===== src/rtl/axilite_read_addr_if.sv =====
// AXI-Lite read-address channel plus the latched-address hand-off to the
// read-data stage, bundled so the block and its neighbours share one port.
interface axilite_read_addr_if #(
    parameter int ADDR_SIZE = 32
);
    logic [ADDR_SIZE-1:0] araddr;
    logic [2:0]           arprot;
    logic                 arvalid;
    logic                 arready;
    logic [ADDR_SIZE-1:0] addr;
    logic [2:0]           prot;
    logic                 addr_good;
    logic                 addr_misaligned;
    logic                 deassert_addr;
    logic                 timeout;

    // The address-capture block itself.
    modport slave (
        input  araddr, arprot, arvalid, deassert_addr,
        output arready, addr, prot, addr_good, addr_misaligned, timeout
    );

    // The bus master together with the read-data stage that consumes addr.
    modport master (
        output araddr, arprot, arvalid, deassert_addr,
        input  arready, addr, prot, addr_good, addr_misaligned, timeout
    );
endinterface


===== src/rtl/axilite_read_addr.sv =====
// AXI-Lite read-address capture: accepts one address at a time, holds it for
// the read-data stage until deassert_addr, then re-opens the channel.
// Optional HOLD watchdog enabled by defining AXILITE_READ_ADDR_TIMEOUT_EN.
module axilite_read_addr #(
    parameter int ADDR_SIZE      = 32,
    parameter int TIMEOUT_CYCLES = 255
) (
    input logic                 clk,
    input logic                 rst,
    axilite_read_addr_if.slave  bus
);

    typedef enum logic {
        IDLE = 1'b0,
        HOLD = 1'b1
    } state_t;

    state_t               state_reg;
    state_t               state_next;
    logic                 arready_reg;
    logic                 arready_next;
    logic [ADDR_SIZE-1:0] addr_reg;
    logic [2:0]           prot_reg;
    logic                 misaligned_reg;
    logic                 accept;
    logic                 expire;

    // arready_reg is 0 straight out of reset, so the first edge after release
    // only raises arready and never accepts an address.
    assign accept = (state_reg == IDLE) && arready_reg && bus.arvalid;

`ifdef AXILITE_READ_ADDR_TIMEOUT_EN
    // Counter value seen during the last permitted HOLD cycle.
    localparam logic [7:0] EXPIRE_COUNT = 8'(TIMEOUT_CYCLES - 1);

    logic [7:0] hold_cnt_reg;
    logic       timeout_reg;

    // deassert_addr on the expiry edge wins: that is a normal release.
    assign expire = (state_reg == HOLD) && !bus.deassert_addr
                    && (hold_cnt_reg == EXPIRE_COUNT);

    // Count HOLD cycles from zero on each accept; emit a one-cycle pulse on expiry.
    always_ff @(posedge clk or posedge rst) begin
        if (rst) begin
            hold_cnt_reg <= 8'd0;
            timeout_reg  <= 1'b0;
        end else begin
            timeout_reg <= expire;
            if (accept) begin
                hold_cnt_reg <= 8'd0;
            end else if (state_reg == HOLD) begin
                hold_cnt_reg <= hold_cnt_reg + 8'd1;
            end
        end
    end
`else
    logic unused_timeout_cfg;

    // Watchdog absent: HOLD lasts until deassert_addr, however long that takes.
    assign expire             = 1'b0;
    assign unused_timeout_cfg = ^TIMEOUT_CYCLES;
`endif

    // State register plus the registered arready.
    always_ff @(posedge clk or posedge rst) begin
        if (rst) begin
            state_reg   <= IDLE;
            arready_reg <= 1'b0;
        end else begin
            state_reg   <= state_next;
            arready_reg <= arready_next;
        end
    end

    // Next-state decode: accept moves to HOLD, release or expiry back to IDLE.
    always_comb begin
        state_next = state_reg;
        case (state_reg)
            IDLE: begin
                if (accept) begin
                    state_next = HOLD;
                end
            end
            HOLD: begin
                if (bus.deassert_addr || expire) begin
                    state_next = IDLE;
                end
            end
            default: state_next = IDLE;
        endcase
        arready_next = (state_next == IDLE);
    end

    // Captured address, protection and alignment flag; held until the next accept.
    always_ff @(posedge clk or posedge rst) begin
        if (rst) begin
            addr_reg       <= '0;
            prot_reg       <= 3'd0;
            misaligned_reg <= 1'b0;
        end else if (accept) begin
            addr_reg       <= bus.araddr;
            prot_reg       <= bus.arprot;
            misaligned_reg <= (bus.araddr[1:0] != 2'b00);
        end
    end

    // Output decode: addr_good follows the state, so reset clears it at once.
    always_comb begin
        bus.arready         = arready_reg;
        bus.addr_good       = (state_reg == HOLD);
        bus.addr            = addr_reg;
        bus.prot            = prot_reg;
        bus.addr_misaligned = misaligned_reg;
`ifdef AXILITE_READ_ADDR_TIMEOUT_EN
        bus.timeout         = timeout_reg;
`else
        bus.timeout         = 1'b0;
`endif
    end

endmodule


===== src/flat_wrapper.sv =====
// flat-port wrapper written by rule: the top's interface ports become plain ports
module axilite_read_addr_flat 
#(
    parameter int ADDR_SIZE      = 32,
    parameter int TIMEOUT_CYCLES = 255
)
  (clk, rst, bus_araddr, bus_arprot, bus_arvalid, bus_deassert_addr, bus_arready, bus_addr, bus_prot, bus_addr_good, bus_addr_misaligned, bus_timeout);
  axilite_read_addr_if #(.ADDR_SIZE(ADDR_SIZE)) bus_i ();
  input logic clk;
  input logic rst;
  input wire logic [$bits(bus_i.araddr)-1:0] bus_araddr;
  input wire logic [$bits(bus_i.arprot)-1:0] bus_arprot;
  input wire logic [$bits(bus_i.arvalid)-1:0] bus_arvalid;
  input wire logic [$bits(bus_i.deassert_addr)-1:0] bus_deassert_addr;
  output wire logic [$bits(bus_i.arready)-1:0] bus_arready;
  output wire logic [$bits(bus_i.addr)-1:0] bus_addr;
  output wire logic [$bits(bus_i.prot)-1:0] bus_prot;
  output wire logic [$bits(bus_i.addr_good)-1:0] bus_addr_good;
  output wire logic [$bits(bus_i.addr_misaligned)-1:0] bus_addr_misaligned;
  output wire logic [$bits(bus_i.timeout)-1:0] bus_timeout;
  assign bus_i.araddr = bus_araddr;
  assign bus_i.arprot = bus_arprot;
  assign bus_i.arvalid = bus_arvalid;
  assign bus_i.deassert_addr = bus_deassert_addr;
  assign bus_arready = bus_i.arready;
  assign bus_addr = bus_i.addr;
  assign bus_prot = bus_i.prot;
  assign bus_addr_good = bus_i.addr_good;
  assign bus_addr_misaligned = bus_i.addr_misaligned;
  assign bus_timeout = bus_i.timeout;
  axilite_read_addr #(.ADDR_SIZE(ADDR_SIZE), .TIMEOUT_CYCLES(TIMEOUT_CYCLES)) u_core (.clk(clk), .rst(rst), .bus(bus_i));
endmodule

===== config.mk =====
export PLATFORM = sky130hd
export DESIGN_NAME = axilite_read_addr_flat
export DESIGN_NICKNAME = d
export VERILOG_FILES = /design/src/rtl/axilite_read_addr_if.sv /design/src/rtl/axilite_read_addr.sv /design/src/flat_wrapper.sv
export SDC_FILE = /design/constraint.sdc
export NUM_CORES = 1
export LEC_CHECK = 0
export ABC_AREA = 1
export BUFFER_PORTS_ARGS = -buffer_cell sky130_fd_sc_hd__buf_2
export CAP_MARGIN = 20
export CORE_ASPECT_RATIO = 1.75
export CORE_MARGIN = 5
export CORE_UTILIZATION = 30
export DETAILED_ROUTE_END_ITERATION = 10
export HOLD_SLACK_MARGIN = 0.02
export SLEW_MARGIN = 20
export SYNTH_ARGS = -nofsm -noshare
export SYNTH_HDL_FRONTEND = slang
export SYNTH_SLANG_ARGS = --single-unit

===== constraint.sdc =====
create_clock -name clk -period 2.5 [get_ports clk]
set_input_delay 0.125 -clock clk [delete_from_list [all_inputs] [get_ports clk]]
set_output_delay 0.125 -clock clk [all_outputs]
set_load 0.01 [all_outputs]

# Word level (Yosys, flattened, before mapping)
# Index checks and enable logic that the tools add are counted.
# op_classes
addsub,0
n_mul,0
div,0
magnitude_cmp,0
eq_ne,0
shift,0
mux,3
bitwise_logic,2
reduce_logical,3
# op_table
op,count
$logic_and A1 B1 Y1,2
$mux W1,2
$not A1 Y1,2
$pmux W1 S2,1
$reduce_bool A2 Y1,1
# word_totals
regBits,38
latchBits,0
ram_bits,0
mem_bits_ro,0
out_inout_bits,39
n_memories,0

# Longest topological paths before layout
# depth
word_depth,6
ltp_mapped,5
mapped_depth_nobuf,4

# Worst setup path after synthesis
# Ideal clock, no wire load.
# synth_path
path_type,register to register
startpoint,"reg u_core.state_reg, in the netlist u_core.bus.addr_good"
endpoint,"reg u_core.addr_reg[10], in the netlist u_core.bus.addr[10]"
setup_ns,0.117
t_arrival_ns,0.923
required_time_ns,2.383
slack_ns,1.460
stages_incl_launch_ff,6
period_less_slack_ns,1.040
path_cell_list,dfrtp_1 > inv_2 > nand3_4 > buf_6 > nand2_1 > nand2_1
# synth_between
elab_chain_cells,3
# synth_rtl
item,line_no,text
start: declaration,axilite_read_addr.sv:18,state_t state_reg;
start signal: assignment,axilite_read_addr.sv:71,state_reg <= state_next;
$not A1 Y1,axilite_read_addr.sv:30,assign accept = (state_reg == IDLE) && arready_reg && bus.arvalid;
$logic_and A1 B1 Y1 (2 in a row),axilite_read_addr.sv:30,
end signal: assignment,axilite_read_addr.sv:102,addr_reg <= bus.araddr;
end: declaration,axilite_read_addr.sv:22,logic [ADDR_SIZE-1:0] addr_reg;
# Every way passes these cells.
# A chain may end at the register's enable or synchronous reset.

# Worst setup path in the final report
# layout_path
startpoint,"reg u_core.arready_reg, in the netlist u_core.bus.arready"
endpoint,out bus_arready
# layout_rtl
item,line_no,text
start: declaration,axilite_read_addr.sv:20,logic arready_reg;
start signal: assignment,axilite_read_addr.sv:72,arready_reg <= arready_next;
end: declaration,flat_wrapper.sv:15,output wire logic [$bits(bus_i.arready)-1:0] bus_arready;
# No word-level cell between the ends.

==> run_results.csv <==
group,metric,value,unit
timing,fin_tns_setup,0,ns
outcome,status,"completed",
timing,slew_headroom,54.1,%
synthesis,ys_ff_latch,38,
cells_and_area,largest_reg_flops,32,
power_and_ir_drop,total_power,2.60,mW
cells_and_area,fillers,551,
synthesis,synth_area,1600,um^2
placement,gp_congestion,0.755,
floorplanning,initial_core_util,30.5,%
floorplanning,io_pins,78,
cts,clkTransAtPathRegs,0.08,ns
synthesis,synth_cells,173,
timing,tightest_slew,0.687,ns
floorplanning,core,5260,um^2
hold_path,hold_path.class,"input port to flip-flop",
routing,firstDrtPassIters,4,
routing,met1_length,1840,um
cells_and_area,fin_nets,285,
power_and_ir_drop,powerDensity,1230,nW/um^2
cells_and_area,area_growth,31.3,%
cts,clk_latency,0.29,ns
grt,grt_max_degree,37,
timing,period_needed,1.67,ns
cts,h-tree-depth,2,
routing,wl_met2,2080,um
placement,io_buffers,76,
grt,grt_pass1_wl,7090,um
routing,drcViolationCount,0,
grt,first_global_vias,1456,
grt,grt-ovfl-total,0,
cts,cts_tree,"done",
critical_path,end_kind,"output pin",
routing,wirelength,4290,um
power_and_ir_drop,leakage,1.20,nW
routing,top_layer_used,"met4",
timing,setup_viol,0,
cts,numCtsBuffers,5,
flow_run,maxCapViolCount,0,
cells_and_area,drive_gt1_share,36.4,%
critical_path,start_kind,"flip-flop",
critical_path,criticalPathCategory,"flip-flop to output pin",
cts,cts-root-buf,"clkbuf_8",
routing,drtIter0Drc,48,
critical_path,required,2.38,ns
synthesis,yosysSeqAreaShare,59.3,%
timing,fmax,598,MHz
routing,dr_wl_met3,217,um
cts,clockBufferDepth,2,
cts,cts.sinks,38,
timing,fin_crit_sh,66.8,%
power_and_ir_drop,peakVddDrop,0.486,mV
grt,antenna_found_initial,0,
floorplanning,fp.dieH,107,um
timing,hold_viol_final,0,
cells_and_area,antenna_cells,0,
critical_path,cp_max_fo,21,
floorplanning,rows,35,
cts,post_cts_resize_count,0,
synthesis,syn-num-nets,212,
floorplanning,die_area,6970,um^2
synthesis,synthDistinctLibCells,11,
routing,routedWlPerCell,14.2,um
grt,grtUsageTotal,13.1,%
routing,viasPerCell,4.71,
placement,dp_hpwl,3030,um
routing,num_vias,1423,
critical_path,cp_data_arrival_time,1.55,ns
timing,rsz0062_at_grt,"no",
timing,skew,0.00690,ns
synthesis,avgSynthCellArea,9.27,um^2
cells_and_area,post-route-util,40.1,%
synthesis,yosys_warnings,0,
floorplanning,fp.dieW,65.3,um
timing,slew_viol_final,0,
routing,ant_nets,0,
==> kinds of logic after synthesis <==
logic type             synth area share (%)
flip-flops                             59.3
AND/OR/NAND/NOR                        33.0
buffers and inverters                  7.49
other                                 0.234
==> worst max-delay path: stages (launching register included) <==
cell and delay (ns):
dfrtp_1 0.72, buf_4 0.35, buf_2 0.18
==> through the flow <==
stage               cells  cell area, um^2  hold slack [ns]  setup WS [ns]
floorplan             173             1600            0.274           1.46
global placement      293             1980            0.266          0.989
detailed placement    293             1980            0.270          0.961
CTS                   302             2110           0.0745          0.793
global route          302             2110           0.0727          0.675
finish                302             2110           0.0783          0.829
==> cell type report <==
type	count	area (um^2)	share of cell area (%)
timing repair buffer	81	420	20.0
clock buffer	5	68.8	3.27
inverter	5	18.8	0.891
multi-input combinational	115	533	25.3
tap	55	68.8	3.27
clock inverter	3	45.0	2.14
sequential	38	951	45.2
==> cells in the final DEF (no fill, tap or decap), drive strengths merged <==
cell type / n
clkinvlp: 2
clkbuf: 5
inv: 5
nand3: 1
nor2: 3
conb: 1
dlygate4sd3: 1
nand2: 75
bufinv: 1
buf: 80
dfrtp: 38
nand4: 35
==> synth_stat cells <==
cell     instances  share of area (%)
buf_2            9                2.8
buf_4            3                1.4
buf_6            3                2.1
conb_1           1               0.23
dfrtp_1         38                 59
inv_1            4               0.94
inv_2            1               0.23
nand2_1         75                 18
nand3_4          1                1.1
nand4_1         35                 14
nor2_1           3               0.70
==> report_power, final <==
| group | internal (mW) | leakage, nW | switching, mW |
|---|---|---|---|
| sequential | 0.904 | 0.468 | 0.185 |
| clock | 0.297 | 0.0504 | 0.224 |
| combinational | 0.383 | 0.686 | 0.604 |
| total | 1.58 | 1.20 | 1.01 |
==> metal layers <==
metal / GRT usage [%] / up-vias
li1: - / 717
met1: 16.6 / 648
met2: 20.2 / 49
met3: 3.04 / 9
met4: 7.57 / 0
met5: 0 / -
==> worst paths after layout <==
| kind | from | to | slack [ns] | cells past startpoint |
|---|---|---|---|---|
| max | u_core.bus.arready | bus_arready | 0.83 | 2 |
| min | bus_araddr[14] | u_core.bus.addr[14] | 0.08 | 3 |
| min in group asynchronous | rst | u_core.bus.addr[30] | 0.48 | 3 |
| min reg2reg | u_core.bus.addr[11] | u_core.bus.addr[11] | 0.47 | 2 |
| max reg2reg | u_core.bus.arready | u_core.bus.addr[2] | 0.99 | 3 |
| max in group asynchronous | rst | u_core.bus.addr[2] | 1.28 | 4 |
==> what timing repair did <==
action | CTS | global route
endpoints found under the setup margin | 0 | 0
hold endpoints to repair | 17 | 0
buffers inserted | 0 | 0
hold buffers | 1 | 0
(Power assumes the default switching activity.)
